===== config.mk =====
export PLATFORM = sky130hd
export DESIGN_NAME = coll_pair_sched
export DESIGN_NICKNAME = d
export VERILOG_FILES = /design/src/rtl/coll_pkg.sv /design/src/rtl/coll_obj_table.sv /design/src/rtl/coll_pair_sched.sv
export SDC_FILE = /design/constraint.sdc
export NUM_CORES = 1
export LEC_CHECK = 0
export BUFFER_PORTS_ARGS = -buffer_cell sky130_fd_sc_hd__buf_2
export CORE_MARGIN = 4
export CORE_UTILIZATION = 55
export CTS_CLUSTER_SIZE = 40
export DETAILED_ROUTE_END_ITERATION = 8
export PLACE_DENSITY_LB_ADDON = 0.1
export SKIP_CTS_REPAIR_TIMING = 1
export SYNTH_ARGS = -nofsm -noshare
export SYNTH_HDL_FRONTEND = slang
export SYNTH_SLANG_ARGS = --single-unit

===== constraint.sdc =====
create_clock -name clock -period 7.63 [get_ports clock]
set_clock_uncertainty 0.2 [all_clocks]
set_input_delay 1.526 -clock clock [delete_from_list [all_inputs] [get_ports clock]]
set_output_delay 1.526 -clock clock [all_outputs]
set_load 0.005 [all_outputs]

===== src/rtl/coll_pkg.sv =====
// Shared types and defaults for the collision pair scheduler.
package coll_pkg;

  localparam int unsigned N_OBJ_DEF = 8;
  localparam int unsigned W_DEF     = 16;

  typedef enum logic [2:0] {
    StIdle,
    StIssue,
    StWait,
    StReport,
    StAdv,
    StFin
  } state_e;

  typedef struct packed {
    logic [W_DEF-1:0] x;
    logic [W_DEF-1:0] y;
    logic [W_DEF-1:0] vx;
    logic [W_DEF-1:0] vy;
  } obj_t;

endpackage


===== src/rtl/coll_obj_table.sv =====
// Object state table: one write port (blocked while a sweep runs), two combinational reads.
module coll_obj_table
  import coll_pkg::*;
#(
  parameter int unsigned N_OBJ = N_OBJ_DEF,
  parameter int unsigned IDX_W = $clog2(N_OBJ),
  parameter type         ObjT  = obj_t
) (
  input  logic             clock,
  input  logic             busy,
  input  logic             wr_en,
  input  logic [IDX_W-1:0] wr_idx,
  input  ObjT              wr_obj,
  input  logic [IDX_W-1:0] rd_idx_a,
  input  logic [IDX_W-1:0] rd_idx_b,
  output ObjT              rd_obj_a,
  output ObjT              rd_obj_b
);

  ObjT mem [N_OBJ];

  // Contents are deliberately not reset; out-of-range slots are dropped.
  always_ff @(posedge clock) begin
    if (wr_en && !busy && (32'(wr_idx) < N_OBJ)) begin
      mem[wr_idx] <= wr_obj;
    end
  end

  assign rd_obj_a = mem[rd_idx_a];
  assign rd_obj_b = mem[rd_idx_b];

endmodule


===== src/rtl/coll_pair_sched.sv =====
// Sweeps all unordered object pairs through one collision core and streams out hits.
// Optional WAIT timeout with sticky err: define COLL_PAIR_SCHED_TIMEOUT_EN.
module coll_pair_sched
  import coll_pkg::*;
#(
  parameter int unsigned N_OBJ   = N_OBJ_DEF,
  parameter int unsigned W       = W_DEF,
  parameter int unsigned TIMEOUT = 64,
  localparam int unsigned IDX_W  = $clog2(N_OBJ)
) (
  input  logic               clock,
  input  logic               rst_n,
  input  logic               wr_en,
  input  logic [IDX_W-1:0]   wr_idx,
  input  logic [W-1:0]       wr_x,
  input  logic [W-1:0]       wr_y,
  input  logic [W-1:0]       wr_vx,
  input  logic [W-1:0]       wr_vy,
  input  logic [W-1:0]       r2,
  input  logic               start,
  output logic               busy,
  output logic               done,
  output logic               core_start,
  output logic [W-1:0]       core_x1,
  output logic [W-1:0]       core_y1,
  output logic [W-1:0]       core_vx1,
  output logic [W-1:0]       core_vy1,
  output logic [W-1:0]       core_x2,
  output logic [W-1:0]       core_y2,
  output logic [W-1:0]       core_vx2,
  output logic [W-1:0]       core_vy2,
  output logic [W-1:0]       core_r2,
  input  logic               core_done,
  input  logic               core_hit,
  output logic               hit_valid,
  input  logic               hit_ready,
  output logic [IDX_W-1:0]   hit_i,
  output logic [IDX_W-1:0]   hit_j,
  output logic [IDX_W*2-1:0] hit_count,
  output logic               err
);

  localparam int unsigned CntW = IDX_W * 2;

  typedef struct packed {
    logic [W-1:0] x;
    logic [W-1:0] y;
    logic [W-1:0] vx;
    logic [W-1:0] vy;
  } obj_w_t;

  if (N_OBJ < 2 || N_OBJ > 64 || TIMEOUT < 1) begin : g_param_check
    $error("coll_pair_sched: parameter out of range");
  end

  state_e           state_q, state_d;
  logic [IDX_W-1:0] i_q, j_q;
  logic [CntW-1:0]  hit_cnt_q;
  logic [W-1:0]     r2_q;
  logic             core_start_q;
  obj_w_t           op_a_q, op_b_q;
  obj_w_t           rd_a, rd_b, wr_obj;
  logic             last_pair;
  logic             tmo_hit;

  assign wr_obj = '{x: wr_x, y: wr_y, vx: wr_vx, vy: wr_vy};

  coll_obj_table #(
    .N_OBJ (N_OBJ),
    .IDX_W (IDX_W),
    .ObjT  (obj_w_t)
  ) u_table (
    .clock    (clock),
    .busy     (busy),
    .wr_en    (wr_en),
    .wr_idx   (wr_idx),
    .wr_obj   (wr_obj),
    .rd_idx_a (i_q),
    .rd_idx_b (j_q),
    .rd_obj_a (rd_a),
    .rd_obj_b (rd_b)
  );

  assign last_pair = (i_q == IDX_W'(N_OBJ - 2)) && (j_q == IDX_W'(N_OBJ - 1));

`ifdef COLL_PAIR_SCHED_TIMEOUT_EN
  localparam int unsigned TmoW = $clog2(TIMEOUT + 1);
  logic [TmoW-1:0] tmo_q;
  logic            err_q;

  assign tmo_hit = (state_q == StWait) && !core_done && (tmo_q == TmoW'(TIMEOUT - 1));

  always_ff @(posedge clock or negedge rst_n) begin
    if (!rst_n) begin
      tmo_q <= '0;
      err_q <= 1'b0;
    end else begin
      if (state_q == StIssue) begin
        tmo_q <= '0;
      end else if (state_q == StWait) begin
        tmo_q <= tmo_q + TmoW'(1);
      end
      if (state_q == StIdle && start) begin
        err_q <= 1'b0;
      end else if (tmo_hit) begin
        err_q <= 1'b1;
      end
    end
  end

  assign err = err_q;
`else
  assign tmo_hit = 1'b0;
  assign err     = 1'b0;
`endif

  always_ff @(posedge clock or negedge rst_n) begin
    if (!rst_n) begin
      state_q <= StIdle;
    end else begin
      state_q <= state_d;
    end
  end

  always_comb begin
    state_d   = state_q;
    busy      = 1'b0;
    done      = 1'b0;
    hit_valid = 1'b0;
    unique case (state_q)
      StIdle: begin
        if (start) state_d = StIssue;
      end
      StIssue: begin
        busy    = 1'b1;
        state_d = StWait;
      end
      StWait: begin
        busy = 1'b1;
        if (core_done) begin
          state_d = core_hit ? StReport : StAdv;
        end else if (tmo_hit) begin
          state_d = StAdv;
        end
      end
      StReport: begin
        busy      = 1'b1;
        hit_valid = 1'b1;
        if (hit_ready) state_d = StAdv;
      end
      StAdv: begin
        busy    = 1'b1;
        state_d = last_pair ? StFin : StIssue;
      end
      StFin: begin
        done    = 1'b1;
        state_d = StIdle;
      end
      default: state_d = StIdle;
    endcase
  end

  always_ff @(posedge clock or negedge rst_n) begin
    if (!rst_n) begin
      i_q          <= '0;
      j_q          <= '0;
      hit_cnt_q    <= '0;
      r2_q         <= '0;
      core_start_q <= 1'b0;
      op_a_q       <= '0;
      op_b_q       <= '0;
    end else begin
      core_start_q <= 1'b0;
      unique case (state_q)
        StIdle: begin
          if (start) begin
            r2_q      <= r2;
            hit_cnt_q <= '0;
            i_q       <= '0;
            j_q       <= IDX_W'(1);
          end
        end
        StIssue: begin
          op_a_q       <= rd_a;
          op_b_q       <= rd_b;
          core_start_q <= 1'b1;
        end
        StWait: begin
          if (core_done && core_hit) hit_cnt_q <= hit_cnt_q + CntW'(1);
        end
        StAdv: begin
          if (!last_pair) begin
            if (j_q == IDX_W'(N_OBJ - 1)) begin
              i_q <= i_q + IDX_W'(1);
              j_q <= i_q + IDX_W'(2);
            end else begin
              j_q <= j_q + IDX_W'(1);
            end
          end
        end
        default: ;
      endcase
    end
  end

  assign core_start = core_start_q;
  assign core_x1    = op_a_q.x;
  assign core_y1    = op_a_q.y;
  assign core_vx1   = op_a_q.vx;
  assign core_vy1   = op_a_q.vy;
  assign core_x2    = op_b_q.x;
  assign core_y2    = op_b_q.y;
  assign core_vx2   = op_b_q.vx;
  assign core_vy2   = op_b_q.vy;
  assign core_r2    = r2_q;
  assign hit_i      = i_q;
  assign hit_j      = j_q;
  assign hit_count  = hit_cnt_q;

endmodule


* After elaboration in Yosys (flattened, before gate mapping)
Memory sizes are Yosys's and may differ from the RTL's. A register that Yosys moved wholly into a read port is not among the register bits.
Cells that the tools add are included.
** Word-level totals
- Register bits after elaboration :: 32
- Memory bits (writable) :: 512
- Bits of input ports :: 90
- Memories kept :: 1
** Memories
- u_table.mem :: depth 8, width 64, rd ports 2, clocked after Yosys merged registers in 2, wr ports 1, RTL line coll_obj_table.sv:20 : ObjT mem [N_OBJ];
** Cells by class
- Add/subtract/negate cells :: 4
- Eq/ne operators :: 13
- Multiplexer cells :: 22
- Reduce and logical (&&, ||, !) cells :: 15
** Operators by type and width (count)
- $mux W3 :: 10
- $pmux W3 S5 :: 1
- $eq A3 B3 Y1 const B :: 4
- $mux W6 :: 2
- $ne A2 B2 Y1 const B :: 6
- $pmux W3 S2 :: 2
- $pmux W6 S2 :: 1
- $reduce_and A3 Y1 :: 3
- $add A3 B1 Y3 const B :: 2
- $add A6 B1 Y6 const B :: 1
- $eq A3 B2 Y1 const B :: 2
- $mux W1 :: 6
- $reduce_and A4 Y1 :: 1
- $reduce_bool A2 Y1 :: 2
- $reduce_or A4 Y1 :: 1
- $add A3 B2 Y3 const B :: 1
- $eq A3 B1 Y1 const B :: 1
- $logic_and A1 B1 Y1 :: 3
- $logic_not A1 Y1 :: 3
- $logic_not A3 Y1 :: 1
- $reduce_and A2 Y1 :: 1

* Longest topological paths before layout
- Depth in word-level cells :: 7
- Mapped depth :: 9
- Mapped depth without buffers :: 6

* By module
From an unflattened synthesis, not the netlist that was laid out.
** Second synthesis, totals
- Cells, all modules :: 1427
- Area total of the unflattened synthesis :: 29467.0 µm²
** Modules (own cells, without submodules)
- coll_obj_table :: times used 1, cells each 979, area each 23104.7 µm², seq. area each 15374.7 µm²
- coll_pair_sched :: times used 1, cells each 448, area each 6362.4 µm², seq. area each 4003.8 µm²

* Worst setup path before layout
No wires, ideal clock.
- Kind :: input -> register
- From :: in wr_idx[0]
- To :: mem u_table.mem[0][0] (netlist bit) (enable)
- Setup time :: 0.565 ns
- Arrival :: 6.285 ns
- Required time :: 6.865 ns
- Slack :: 0.579 ns
- Stages on the path :: 2
- Path buffers :: 0
- Cell sequence :: or3b_4 nor3_1
** RTL lines
- from (decl) :: RTL line coll_pair_sched.sv:14 : input logic [IDX_W-1:0] wr_idx,
- to (decl) :: RTL line coll_obj_table.sv:20
Straight into the memory's write port.

* Final worst setup path
- From :: reg i_q[0], in the netlist hit_i[0]
- To :: out hit_i[0]
** RTL lines
- from (decl) :: RTL line coll_pair_sched.sv:57 : logic [IDX_W-1:0] i_q, j_q;
- from (signal assigned) :: RTL line coll_pair_sched.sv:194 : i_q <= i_q + IDX_W'(1);
- to (decl) :: RTL line coll_pair_sched.sv:37 : output logic [IDX_W-1:0] hit_i,
No word-level cell between the ends.

==> results.toml <==
[yosys]
syn-cell-area_um2 = 29720
synthTopCellsByArea = "edfxtp_1, mux2i_1, dfrtp_1, a22oi_1, nand2_1"
synth_warnings = 0
synth_fp_nets = 2226
synth_edf_count = 512
ys_ff_latch = 672
yosysTopAreaCell = "edfxtp_1"
avgSynthCellArea_um2 = 13.94
yosysUniqueCellTypes = 43
yosysMostFrequentCell = "mux2i_1"
ys.flop_type = "edfxtp_1"
synthArstFlopShare_pct = 23.81
synth.top_cell.area_share_pct = 51.74
yosysSeqAreaShare_pct = 65.21
syn-instance-count = 2131
netlist_top_cells_count = "mux2i_1, edfxtp_1, nand2_1"

[layout]
final_nets = 2421
drive_gt1_share_pct = 16.39
nFillCells = 3947
post-route-util_pct = 63.13
syn_to_final_growth_pct = 12.76

[timing]
max_freq_mhz = 265.4
min_period_ps = 3769
fin_tns_setup_ps = 0
min_period_over_period_pct = 49.39
worst_slew_pin_slew_ps = 1227
max-slew-margin-rel_pct = 17.99
setup_viol = 0
hold-worst-slack_ps = 267.0
rsz0062_at_grt = "no"
slew_viol_final = 0
timing.final.hold_violations = 0

[clock_tree]
clock_sinks = 672
htree_levels = 3
root_buffer = "clkbuf_16"
cts.clk_slew.worst_paths_ps = 60
clockBufferDepth = 3
cts_buffers = 71
insertion_delay_ps = 610
cts_tree = "done"

[pwr]
pwr-share-clk_pct = 27.5
power.leakage_nw = 13.89
swShare_pct = 34.52
seqPwrFrac_pct = 41.8
combPwrFrac_pct = 30.7
internal_power_mw = 7.774
switchingPower_mw = 4.098
pwr_density_cell_nw_per_um2 = 354.3
ir_worst_vdd_mv = 0.2192
p_total_mw = 11.87

[detailed_routing]
ant_nets = 0
drt-total-wl_um = 76690
vias_per_cell = 6.152
wl_per_cell_um = 24.92
dr.first_iter.drc_count = 1462
num_vias = 18940
first_pass_iters = 6
drc_errors = 0

[grt]
grt_pass1_vias = 19300
grt_use_total_pct = 26.14
grt_antenna_before_repair = 9
grt_overflow = 0
grt_first_pass_wirelength_um = 114900
grt_max_degree = 142

[critical_path]
path_depth = 1
crit_type = "reg2out"
crit_end = "hit_i[0]"
worstPathArrival_ps = 2040
timing.rr.start = "state_q[0]$_DFFE_PN0P_"
cpPeakStageDelay_ps = 1150
endpoint_kind = "output pin"
crit_family = "flip-flops"
critical_path_required_ps = 5900
critPathBufInv = 1
cp_max_fo = 65
critPathLaunch = "hit_i[0]$_DFFE_PN0P_"
path_cells = "buf_2"
reg2reg_setup_slack_ps = 3880
critPathLaunchType = "flop"
slowest_stage = "dfrtp_4"
reg2reg_depth = 5
timing.rr.end = "u_table.mem[2][0]$_DFFE_PP_"

[hold_path]
hold_class = "reg2reg"
hold_depth = 2

[die]
row_count = 84
start_util_pct = 55.99
die_h_um = 240.4
core_area_um2 = 53080
io_pins = 251
die_x_um = 240.4
die_area_um2 = 57810

[placed_design]
post-dp-hpwl_um = 41470
port_buffers = 249
place.gp.congestion = 0.8000

[outcome]
status = "finished, final reports clean"

[run]
drv_cap = 0
## how the worst min path moves through the flow
stage                             startpoint                  endpoint  slack, ps
floorplan           hit_count[5]$_DFFE_PN0P_  hit_count[5]$_DFFE_PN0P_        270
global placement    core_vx1[13]$_DFFE_PN0P_  core_vx1[13]$_DFFE_PN0P_        260
detailed placement    core_x2[7]$_DFFE_PN0P_    core_x2[7]$_DFFE_PN0P_        260
CTS                  core_vx1[5]$_DFFE_PN0P_   core_vx1[5]$_DFFE_PN0P_        270
global route         core_vy2[0]$_DFFE_PN0P_   core_vy2[0]$_DFFE_PN0P_        280
finish               core_vx1[5]$_DFFE_PN0P_   core_vx1[5]$_DFFE_PN0P_        270
## flip-flops by register name, summed over array words and instances, names as in the netlist
register     count
core_r2         16
core_start       1
core_vx1        16
core_vx2        16
core_vy1        16
core_vy2        16
core_x1         16
core_x2         16
core_y1         16
core_y2         16
hit_count        6
hit_i            3
hit_j            3
state_q          3
u_table.mem    512
## logic make-up (layout without fill, tap and decap cells)
group	after synthesis	after routing	share of synthesized area [%]
flops	672	672	65.21
buf+inv	158	412	2.939
other cells	1	6	0.01262
simple gates	496	496	7.234
compound gates	284	284	7.053
fa+ha+maj	5	5	0.2105
mux	513	513	17.28
xor+xnor	2	2	0.05896
## power groups by stage
| stage | clock (mW) | combinational (mW) | sequential (mW) |
|---|---|---|---|
| 6_report | 3.26 | 3.65 | 4.96 |
| 5_1_grt | 3.48 | 3.97 | 5.03 |
| 4_1_cts | 3.32 | 3.66 | 4.96 |
| 3_5_place_dp | 0 | 3.65 | 5.03 |
| 3_3_place_gp | 0 | 3.59 | 5.01 |
| 2_1_floorplan | 0 | 2.47 | 4.88 |
## cell type report
class	instances	area, um^2	area share (%)
multi-input cells	1301	9572	28.57
repair buffers	274	1465	4.373
inverters	6	25.02	0.07468
well taps	688	860.8	2.569
diodes	5	12.51	0.03734
clock buffers	109	2064	6.161
clock inverters	23	121.4	0.3622
flip-flops and latches	672	19390	57.86
## per-stage QoR
stage,instance area (um^2),worst slack (ps),cells
after detailed placement,31310,3231,2941
after global placement,31310,3258,2941
after floorplan,29720,579.4,2131
final,33510,3861,3078
after global routing,33500,3691,3074
after CTS,33490,3778,3073
## placed cells by master (no fill, tap or decap), types with 6 or more instances in the layout
cell,n
nand2_1,314
edfxtp_1,512
nor3_1,6
clkbuf_1,28
dfrtp_1,158
clkbuf_8,6
a22oi_1,256
nor2_4,9
buf_2,248
mux2i_1,513
clkinv_2,6
buf_4,23
clkbuf_16,75
nand3_1,139
clkinv_1,11
o21ai_0,14
## metal layers
layer / GRT usage [%] / vias to the layer above / share of wire (%)
met1: 35.68 / 9618 / 42
met4: 7.503 / 8 / 2.0
met3: 4.313 / 119 / 7.0
met5: 0 / - / 0.072
met2: 43.83 / 678 / 49
li1: - / 8513 / -
No activity file was read; power rests on OpenSTA's default activity.
